## src/rtl/rom_link_pkg.sv

```systemverilog
// Shared definitions for the rom_front <-> rom_backend byte link:
// link byte type, default FIFO sizing and an elaboration-time log2 helper.
package rom_link_pkg;

   localparam int LINK_DW       = 8;
   localparam int LINK_DEPTH    = 16;
   localparam int LINK_AF_LEVEL = 2;
   localparam int LINK_AE_LEVEL = 0;

   typedef logic [LINK_DW-1:0] link_byte_t;

   // Number of address bits needed to index DEPTH entries (DEPTH a power of 2).
   function automatic int clog2_depth(input int depth);
      int bits;
      bits = 0;
      while ((1 << bits) < depth) begin
         bits = bits + 1;
      end
      return bits;
   endfunction

endpackage : rom_link_pkg

```

## src/rtl/rom_link_ram.sv

```systemverilog
// Storage for the link FIFO: DEPTH x DW array with one write port and one
// registered read port. Contents are never cleared; only the read register resets.
module rom_link_ram
   import rom_link_pkg::*;
#(
   parameter int DW    = LINK_DW,
   parameter int DEPTH = LINK_DEPTH,
   parameter int AW    = clog2_depth(LINK_DEPTH)
) (
   input  logic          clk,
   input  logic          rst,
   input  logic          we,
   input  logic [AW-1:0] waddr,
   input  logic [DW-1:0] wdata,
   input  logic          re,
   input  logic [AW-1:0] raddr,
   output logic [DW-1:0] rdata
);

   logic [DW-1:0] mem [DEPTH];

   always_ff @(posedge clk) begin
      if (we) begin
         mem[waddr] <= wdata;
      end
   end

   // Read-before-write on a shared address: a read and write to the same
   // entry on one edge returns the old contents, which the full-and-both case relies on.
   always_ff @(posedge clk) begin
      if (rst) begin
         rdata <= '0;
      end else if (re) begin
         rdata <= mem[raddr];
      end
   end

endmodule : rom_link_ram

```

## src/rtl/rom_link_fifo.sv

```systemverilog
// Synchronous byte FIFO for the rom_front <-> rom_backend link.
// Define ROM_LINK_FIFO_ERR_EN to add sticky overflow/underflow outputs.
module rom_link_fifo
   import rom_link_pkg::*;
#(
   parameter int DW       = LINK_DW,
   parameter int DEPTH    = LINK_DEPTH,
   parameter int AF_LEVEL = LINK_AF_LEVEL,
   parameter int AE_LEVEL = LINK_AE_LEVEL
) (
   input  logic                   clk,
   input  logic                   rst,
   input  logic                   wr_en,
   input  logic [DW-1:0]          din,
   output logic                   almost_full,
   input  logic                   rd_en,
   output logic [DW-1:0]          dout,
   output logic                   almost_empty,
   output logic [$clog2(DEPTH):0] count
`ifdef ROM_LINK_FIFO_ERR_EN
   ,
   output logic                   overflow,
   output logic                   underflow
`endif
);

   localparam int AW = clog2_depth(DEPTH);

   localparam logic [AW:0] PTR_ONE   = (AW+1)'(1);
   localparam logic [AW:0] FULL_XOR  = {1'b1, {AW{1'b0}}};
   localparam logic [AW:0] AF_THRESH = (AW+1)'(DEPTH - AF_LEVEL);
   localparam logic [AW:0] AE_THRESH = (AW+1)'(AE_LEVEL);

   // Link handshake: wr_en/din and rd_en are single-cycle requests sampled on
   // the rising edge. A write is taken when the FIFO is not full or a read is
   // taken on the same edge; a read is taken when not empty and its byte
   // appears on dout the following cycle. Writers stop on almost_full and
   // readers on almost_empty; requests outside those limits are dropped, not stalled.

   logic [AW:0] wptr;
   logic [AW:0] rptr;
   logic        full;
   logic        empty;
   logic        rd_accept;
   logic        wr_accept;

   assign full  = ((wptr ^ rptr) == FULL_XOR);
   assign empty = (wptr == rptr);
   assign count = wptr - rptr;

   assign rd_accept = rd_en && !empty && !rst;
   assign wr_accept = wr_en && (!full || rd_accept) && !rst;

   assign almost_full  = (count >= AF_THRESH);
   assign almost_empty = (count <= AE_THRESH);

   always_ff @(posedge clk) begin
      if (rst) begin
         wptr <= '0;
         rptr <= '0;
      end else begin
         if (wr_accept) begin
            wptr <= wptr + PTR_ONE;
         end
         if (rd_accept) begin
            rptr <= rptr + PTR_ONE;
         end
      end
   end

`ifdef ROM_LINK_FIFO_ERR_EN
   // Sticky until reset so firmware can sample them long after the event.
   always_ff @(posedge clk) begin
      if (rst) begin
         overflow  <= 1'b0;
         underflow <= 1'b0;
      end else begin
         if (wr_en && !wr_accept) begin
            overflow <= 1'b1;
         end
         if (rd_en && empty) begin
            underflow <= 1'b1;
         end
      end
   end
`endif

   rom_link_ram #(
      .DW    (DW),
      .DEPTH (DEPTH),
      .AW    (AW)
   ) u_ram (
      .clk   (clk),
      .rst   (rst),
      .we    (wr_accept),
      .waddr (wptr[AW-1:0]),
      .wdata (din),
      .re    (rd_accept),
      .raddr (rptr[AW-1:0]),
      .rdata (dout)
   );

endmodule : rom_link_fifo
```

## config.mk

```make
export PLATFORM = sky130hd
export DESIGN_NAME = rom_link_fifo
export DESIGN_NICKNAME = d
export VERILOG_FILES = /design/src/rtl/rom_link_pkg.sv /design/src/rtl/rom_link_ram.sv /design/src/rtl/rom_link_fifo.sv
export SDC_FILE = /design/constraint.sdc
export NUM_CORES = 1
export LEC_CHECK = 0
export CORE_UTILIZATION = 45
export CTS_CLUSTER_DIAMETER = 50
export DETAILED_ROUTE_END_ITERATION = 6
export SLEW_MARGIN = 40
export SYNTH_ARGS = -nofsm -noshare
export SYNTH_HDL_FRONTEND = slang
export SYNTH_SLANG_ARGS = --single-unit
export TNS_END_PERCENT = 100
```

## constraint.sdc

```tcl
create_clock -name clk -period 3.28 [get_ports clk]
set_input_delay 0.328 -clock clk [delete_from_list [all_inputs] [get_ports clk]]
set_output_delay 0.328 -clock clk [all_outputs]
set_load 0.03 [all_outputs]
```

After elaboration in Yosys (flattened, before gate mapping)
Memory sizes are Yosys's and may differ from the RTL's. A register that Yosys moved wholly into a read port is not among the register bits.
Index checks and enable logic that the tools add are counted.
W data, S select, Z words.
- eq/ne operators: 2
- bitwise operators: 1
- reduce and logical (&&, ||, !) cells: 8
- muxes and demuxes: 2
- magnitude comparators: 2
- add/sub/neg operators: 3
- operators with widths (kind ; number):
    $add A5 B1 Y5 const B ; 2
    $eq A5 B5 Y1 ; 1
    $eq A5 B5 Y1 const B ; 1
    $ge A5 B4 Y1 const B ; 1
    $le A5 B1 Y1 const B ; 1
    $sub A5 B5 Y5 ; 1
    $xor A5 B5 Y5 ; 1
    $logic_and A1 B1 Y1 ; 4
    $logic_not A1 Y1 ; 3
    $mux W1 ; 2
    $logic_or A1 B1 Y1 ; 1
- RAM bits: 128
- input bits: 12
- output and inout bits: 15
- memories kept: 1
- register bits after elaboration: 10
- memories (name ; words ; width ; rd ports ; clocked after memory_dff ; wr ports ; line ; RTL):
    u_ram.mem ; 16 ; 8 ; 1 ; 1 ; 1 ; rom_link_ram.sv:20 ; logic [DW-1:0] mem [DEPTH];

Longest topological paths before layout
- depth in word-level cells: 9
- depth in mapped cells: 9

Cells and area by module
From an unflattened synthesis, not the netlist that was laid out.
- cell total of the unflattened synthesis: 393
- area, all modules: 6019.5 µm²
- modules (own cells, without submodules) (module ; area each (µm²) ; seq. area each (µm²) ; cells each ; instances):
    rom_link_ram ; 5343.9 ; 4003.8 ; 316 ; 1
    rom_link_fifo ; 675.6 ; 200.2 ; 77 ; 1

Worst setup path after synthesis
No wires, ideal clock.
- path kind: register -> output
- start point: reg rptr[2]
- end point: out almost_empty
- cell stages (with the launch flop): 9
- required time: 2.952 ns
- buffers on the path: 2
- slack: 0.474 ns
- data arrival time: 2.478 ns
- cell sequence: dfxtp_1 -> buf_2 -> buf_2 -> inv_1 -> ha_1 -> a21o_1 -> a21oi_1 -> xnor2_1 -> a2111oi_2
- cells in the longest elaborated chain, start to end: 2
- RTL lines (element ; line ; RTL):
    start, declared ; rom_link_fifo.sv:41 ; logic [AW:0] rptr;
    start signal, assigned ; rom_link_fifo.sv:66 ; rptr <= rptr + PTR_ONE;
    $sub A5 B5 Y5 ; rom_link_fifo.sv:49 ; assign count = wptr - rptr;
    net count[4] ; rom_link_fifo.sv:19 ; output logic [$clog2(DEPTH):0] count
    $le A5 B1 Y1 ; rom_link_fifo.sv:55 ; assign almost_empty = (count <= AE_THRESH);
    end, declared ; rom_link_fifo.sv:18 ; output logic almost_empty,
The timed path passes the listed nets, and every way through them passes these cells.

Worst setup path after layout
- start point: reg wptr[0]
- end point: out count[2]
- cells in the longest elaborated chain, start to end: 1
- RTL lines (element ; line ; RTL):
    start, declared ; rom_link_fifo.sv:40 ; logic [AW:0] wptr;
    start signal, assigned ; rom_link_fifo.sv:63 ; wptr <= wptr + PTR_ONE;
    $sub A5 B5 Y5 ; rom_link_fifo.sv:49 ;
    end, declared ; rom_link_fifo.sv:19 ;
Every way passes these cells.

==> impl_metrics.yaml <==
run_status:
  outcome: "complete, no violations"
die:
  coreArea_mm2: 0.01267
  chipHeight_um: 116.3
  start_util_pct: 46.37
  num_rows: 41
  die_w_um: 116.3
  die_area_mm2: 0.01352
  ios: 27
sta:
  rsz0062_at_grt: "no"
  max-slew-margin-rel_pct: 51.03
  slew_viol_final: 0
  setup_viol_count_final: 0
  fmax_mhz: 349.2
  fin_worst_skew_ns: 0.003995
  setup_ws_ns: 0.4167
  finalCritPeriodShare_pct: 87.30
  finalCriticalPeriod_ns: 2.863
  worst_pin_slew_ns: 0.7318
  timing.setup.tns_ns: 0
  hold_violations: 0
synthesis:
  ys_seq_area_share_pct: 71.55
  ys_top_cells_by_area: "edfxtp_1, mux4_2, dfxtp_1, mux2i_1, ha_1"
  async_reset_ff_share_pct: 0
  syn_area_mm2: 0.005876
  synthCells: 335
  ys_seq_elements: 146
  synth_cell_types: 42
  syn_area_per_cell_um2: 17.54
  yosysTopAreaCellShare_pct: 65.42
  synth_fp_nets: 357
  synth_top_cell_by_area: "edfxtp_1"
  ys.warnings.count: 0
  synth-main-ff-cell: "edfxtp_1"
  synth_edf_count: 128
global_route:
  grt_max_degree: 31
  grt.total_usage_pct: 20.00
  grt_pass1_wl_um: 18450
  grt_overflow: 0
  grt_pass1_vias: 3114
  antenna_found_initial: 0
clock_tree:
  ctsHoldBuffers: 0
  postCtsSetupRepairBufs: 0
  clkTransAtPathRegs_ns: 0.06
  cts_resized: 0
  clockRootBuffer: "clkbuf_16"
  ctsLongestPathBuffers: 2
  cts_made_buffers: 17
  clock-sinks: 146
  htreeDepth: 4
  cts_tree: "yes"
  worstSkewPairLatency_ns: 0.41
setup_path:
  startpoint_type: "flop"
  r2r-start: "rptr[3]"
  crit_arrival_ns: 2.54
  cp-end-kind: "output pin"
  cp_data_required_time_ns: 2.95
  critical_path_class: "reg2out"
  cp_max_fo: 4
  critical_path.startpoint: "wptr[0]"
place:
  dp_slack_ns: 0.7756
  io_buffer_count: 26
  dpl.hpwl_um: 7841
  gp_congestion: 0.7941
finish:
  area_delta_synth_final_pct: 19.04
  fillers: 1000
  drive_gt1_share_pct: 20.40
  nets: 406
  fin_util_pct: 55.20
  n_antenna_cell: 0
detailed_routing:
  vias: 3099
  finalWirelength_um: 12170
  routedWlPerCell_um: 21.38
  viasPerCell: 5.446
  ant_nets: 0
  drc_errors: 0
  drt_iter0_markers: 273
  drt-pass1-iter-count: 4
worst_hold_path:
  hold_start: "wptr[4]"
  hp-class: "reg2reg"
power_and_ir_drop:
  powerDensity_mw_per_mm2: 680.4
  max-vdd-ir-drop_v: 0.0002550
  finalPower_mw: 4.759
  power.leakage_nw: 2.250
flow_run:
  cap_violations: 0
[routing by layer]
metal	share of wire (%)	wire, µm	track usage [%]
met3	4.0	485	5.086
met1	46	5649	27.75
met5	0	0	0
met4	1.5	188	8.803
met2	48	5844	29.98
[cells in the final DEF, fill, tap and decap left out, types with 3 or more instances in the layout]
cell / synthesis / layout
xor2_1: 4 / 4
edfxtp_1: 128 / 128
buf_4: 1 / 23
or3_1: 4 / 4
o22ai_1: 7 / 7
nand2b_1: 3 / 3
a31oi_1: 9 / 9
ha_1: 9 / 9
dfxtp_1: 18 / 17
o21ai_0: 12 / 12
clkbuf_16: 0 / 17
and2_1: 3 / 3
mux4_2: 25 / 25
bufinv_16: 0 / 4
a21oi_1: 12 / 12
nand2_1: 7 / 7
a22oi_1: 8 / 8
nor2_1: 19 / 19
inv_1: 8 / 8
nor3_1: 5 / 5
clkdlybuf4s50_1: 0 / 22
xnor2_1: 4 / 4
clkinv_1: 0 / 3
mux2i_1: 15 / 15
clkinv_2: 0 / 4
[through the flow]
| step | cell area [µm²] | instances | hold slack [ns] |
|---|---|---|---|
| 3_3_place_gp | 6395 | 537 | 0.5279 |
| 2_1_floorplan | 5876 | 335 | 0.4269 |
| 4_1_cts | 6994 | 569 | 0.5504 |
| 3_5_place_dp | 6395 | 537 | 0.5381 |
| 6_report | 6994 | 569 | 0.5433 |
| 5_1_grt | 6994 | 569 | 0.5837 |
[path summary, 6_finish.rpt]
kind | cells after the start | slack (ns) | endpoint
worst max-delay path | 6 | 0.42 | count[2]
worst min-delay path | 2 | 0.54 | wptr[4]
worst max register to register | 7 | 0.91 | u_ram.mem[14][5]
worst min register to register | 2 | 0.54 | wptr[4]
[synth_stat cells (all sizes together) (2+ instances only)]
cell type	n
buf	9
mux2i	15
xnor2	5
a22oi	8
nand2b	3
xor2	4
o21ai	13
dfxtp	18
or3	4
nand2	7
ha	9
nand3	2
edfxtp	128
a21oi	12
o22ai	7
nor2b	2
clkbuf	6
nor3	5
inv	8
nor2	19
and2	3
o21a	2
mux4	25
a31oi	9
[sequential cells by signal (all words and copies together) (netlist names)]
name,flops
rptr,5
wptr,5
u_ram.mem,128
u_ram.rdata,8
[area by class of cell]
cell class / count / area (µm²) / share of cell area [%]
clock inverter: 13 / 166.4 / 2.379
tap: 172 / 215.2 / 3.077
clock buffer: 19 / 432.9 / 6.190
timing repair buffer: 45 / 392.9 / 5.617
multi-input combinational: 166 / 1551 / 22.18
inverter: 8 / 30.03 / 0.4293
sequential: 146 / 4205 / 60.13
[cells by family after synthesis]
kind of cell	after synthesis	synth area share, %
AND/OR/NAND/NOR	48	3.918
buffers and inverters	23	2.044
multiplexers	40	12.14
AO/OA/AOI/OAI	59	6.623
adder cells (fa/ha/maj)	10	2.257
XOR/XNOR	9	1.469
flip-flops	146	71.55
[where the power goes]
part | total, mW | switching (mW) | internal (mW)
combinational | 0.721 | 0.417 | 0.304
sequential | 2.09 | 0.0271 | 2.06
clock | 1.95 | 0.690 | 1.26
[worst max-delay path: stages (launching register included)]
cell	delay, ns
dfxtp_1	0.35
inv_1	0.16
ha_1	0.19
inv_1	0.05
fa_1	0.39
xor2_1	0.26
clkdlybuf4s50_1	0.72
Power figures use the tool's default switching activity.
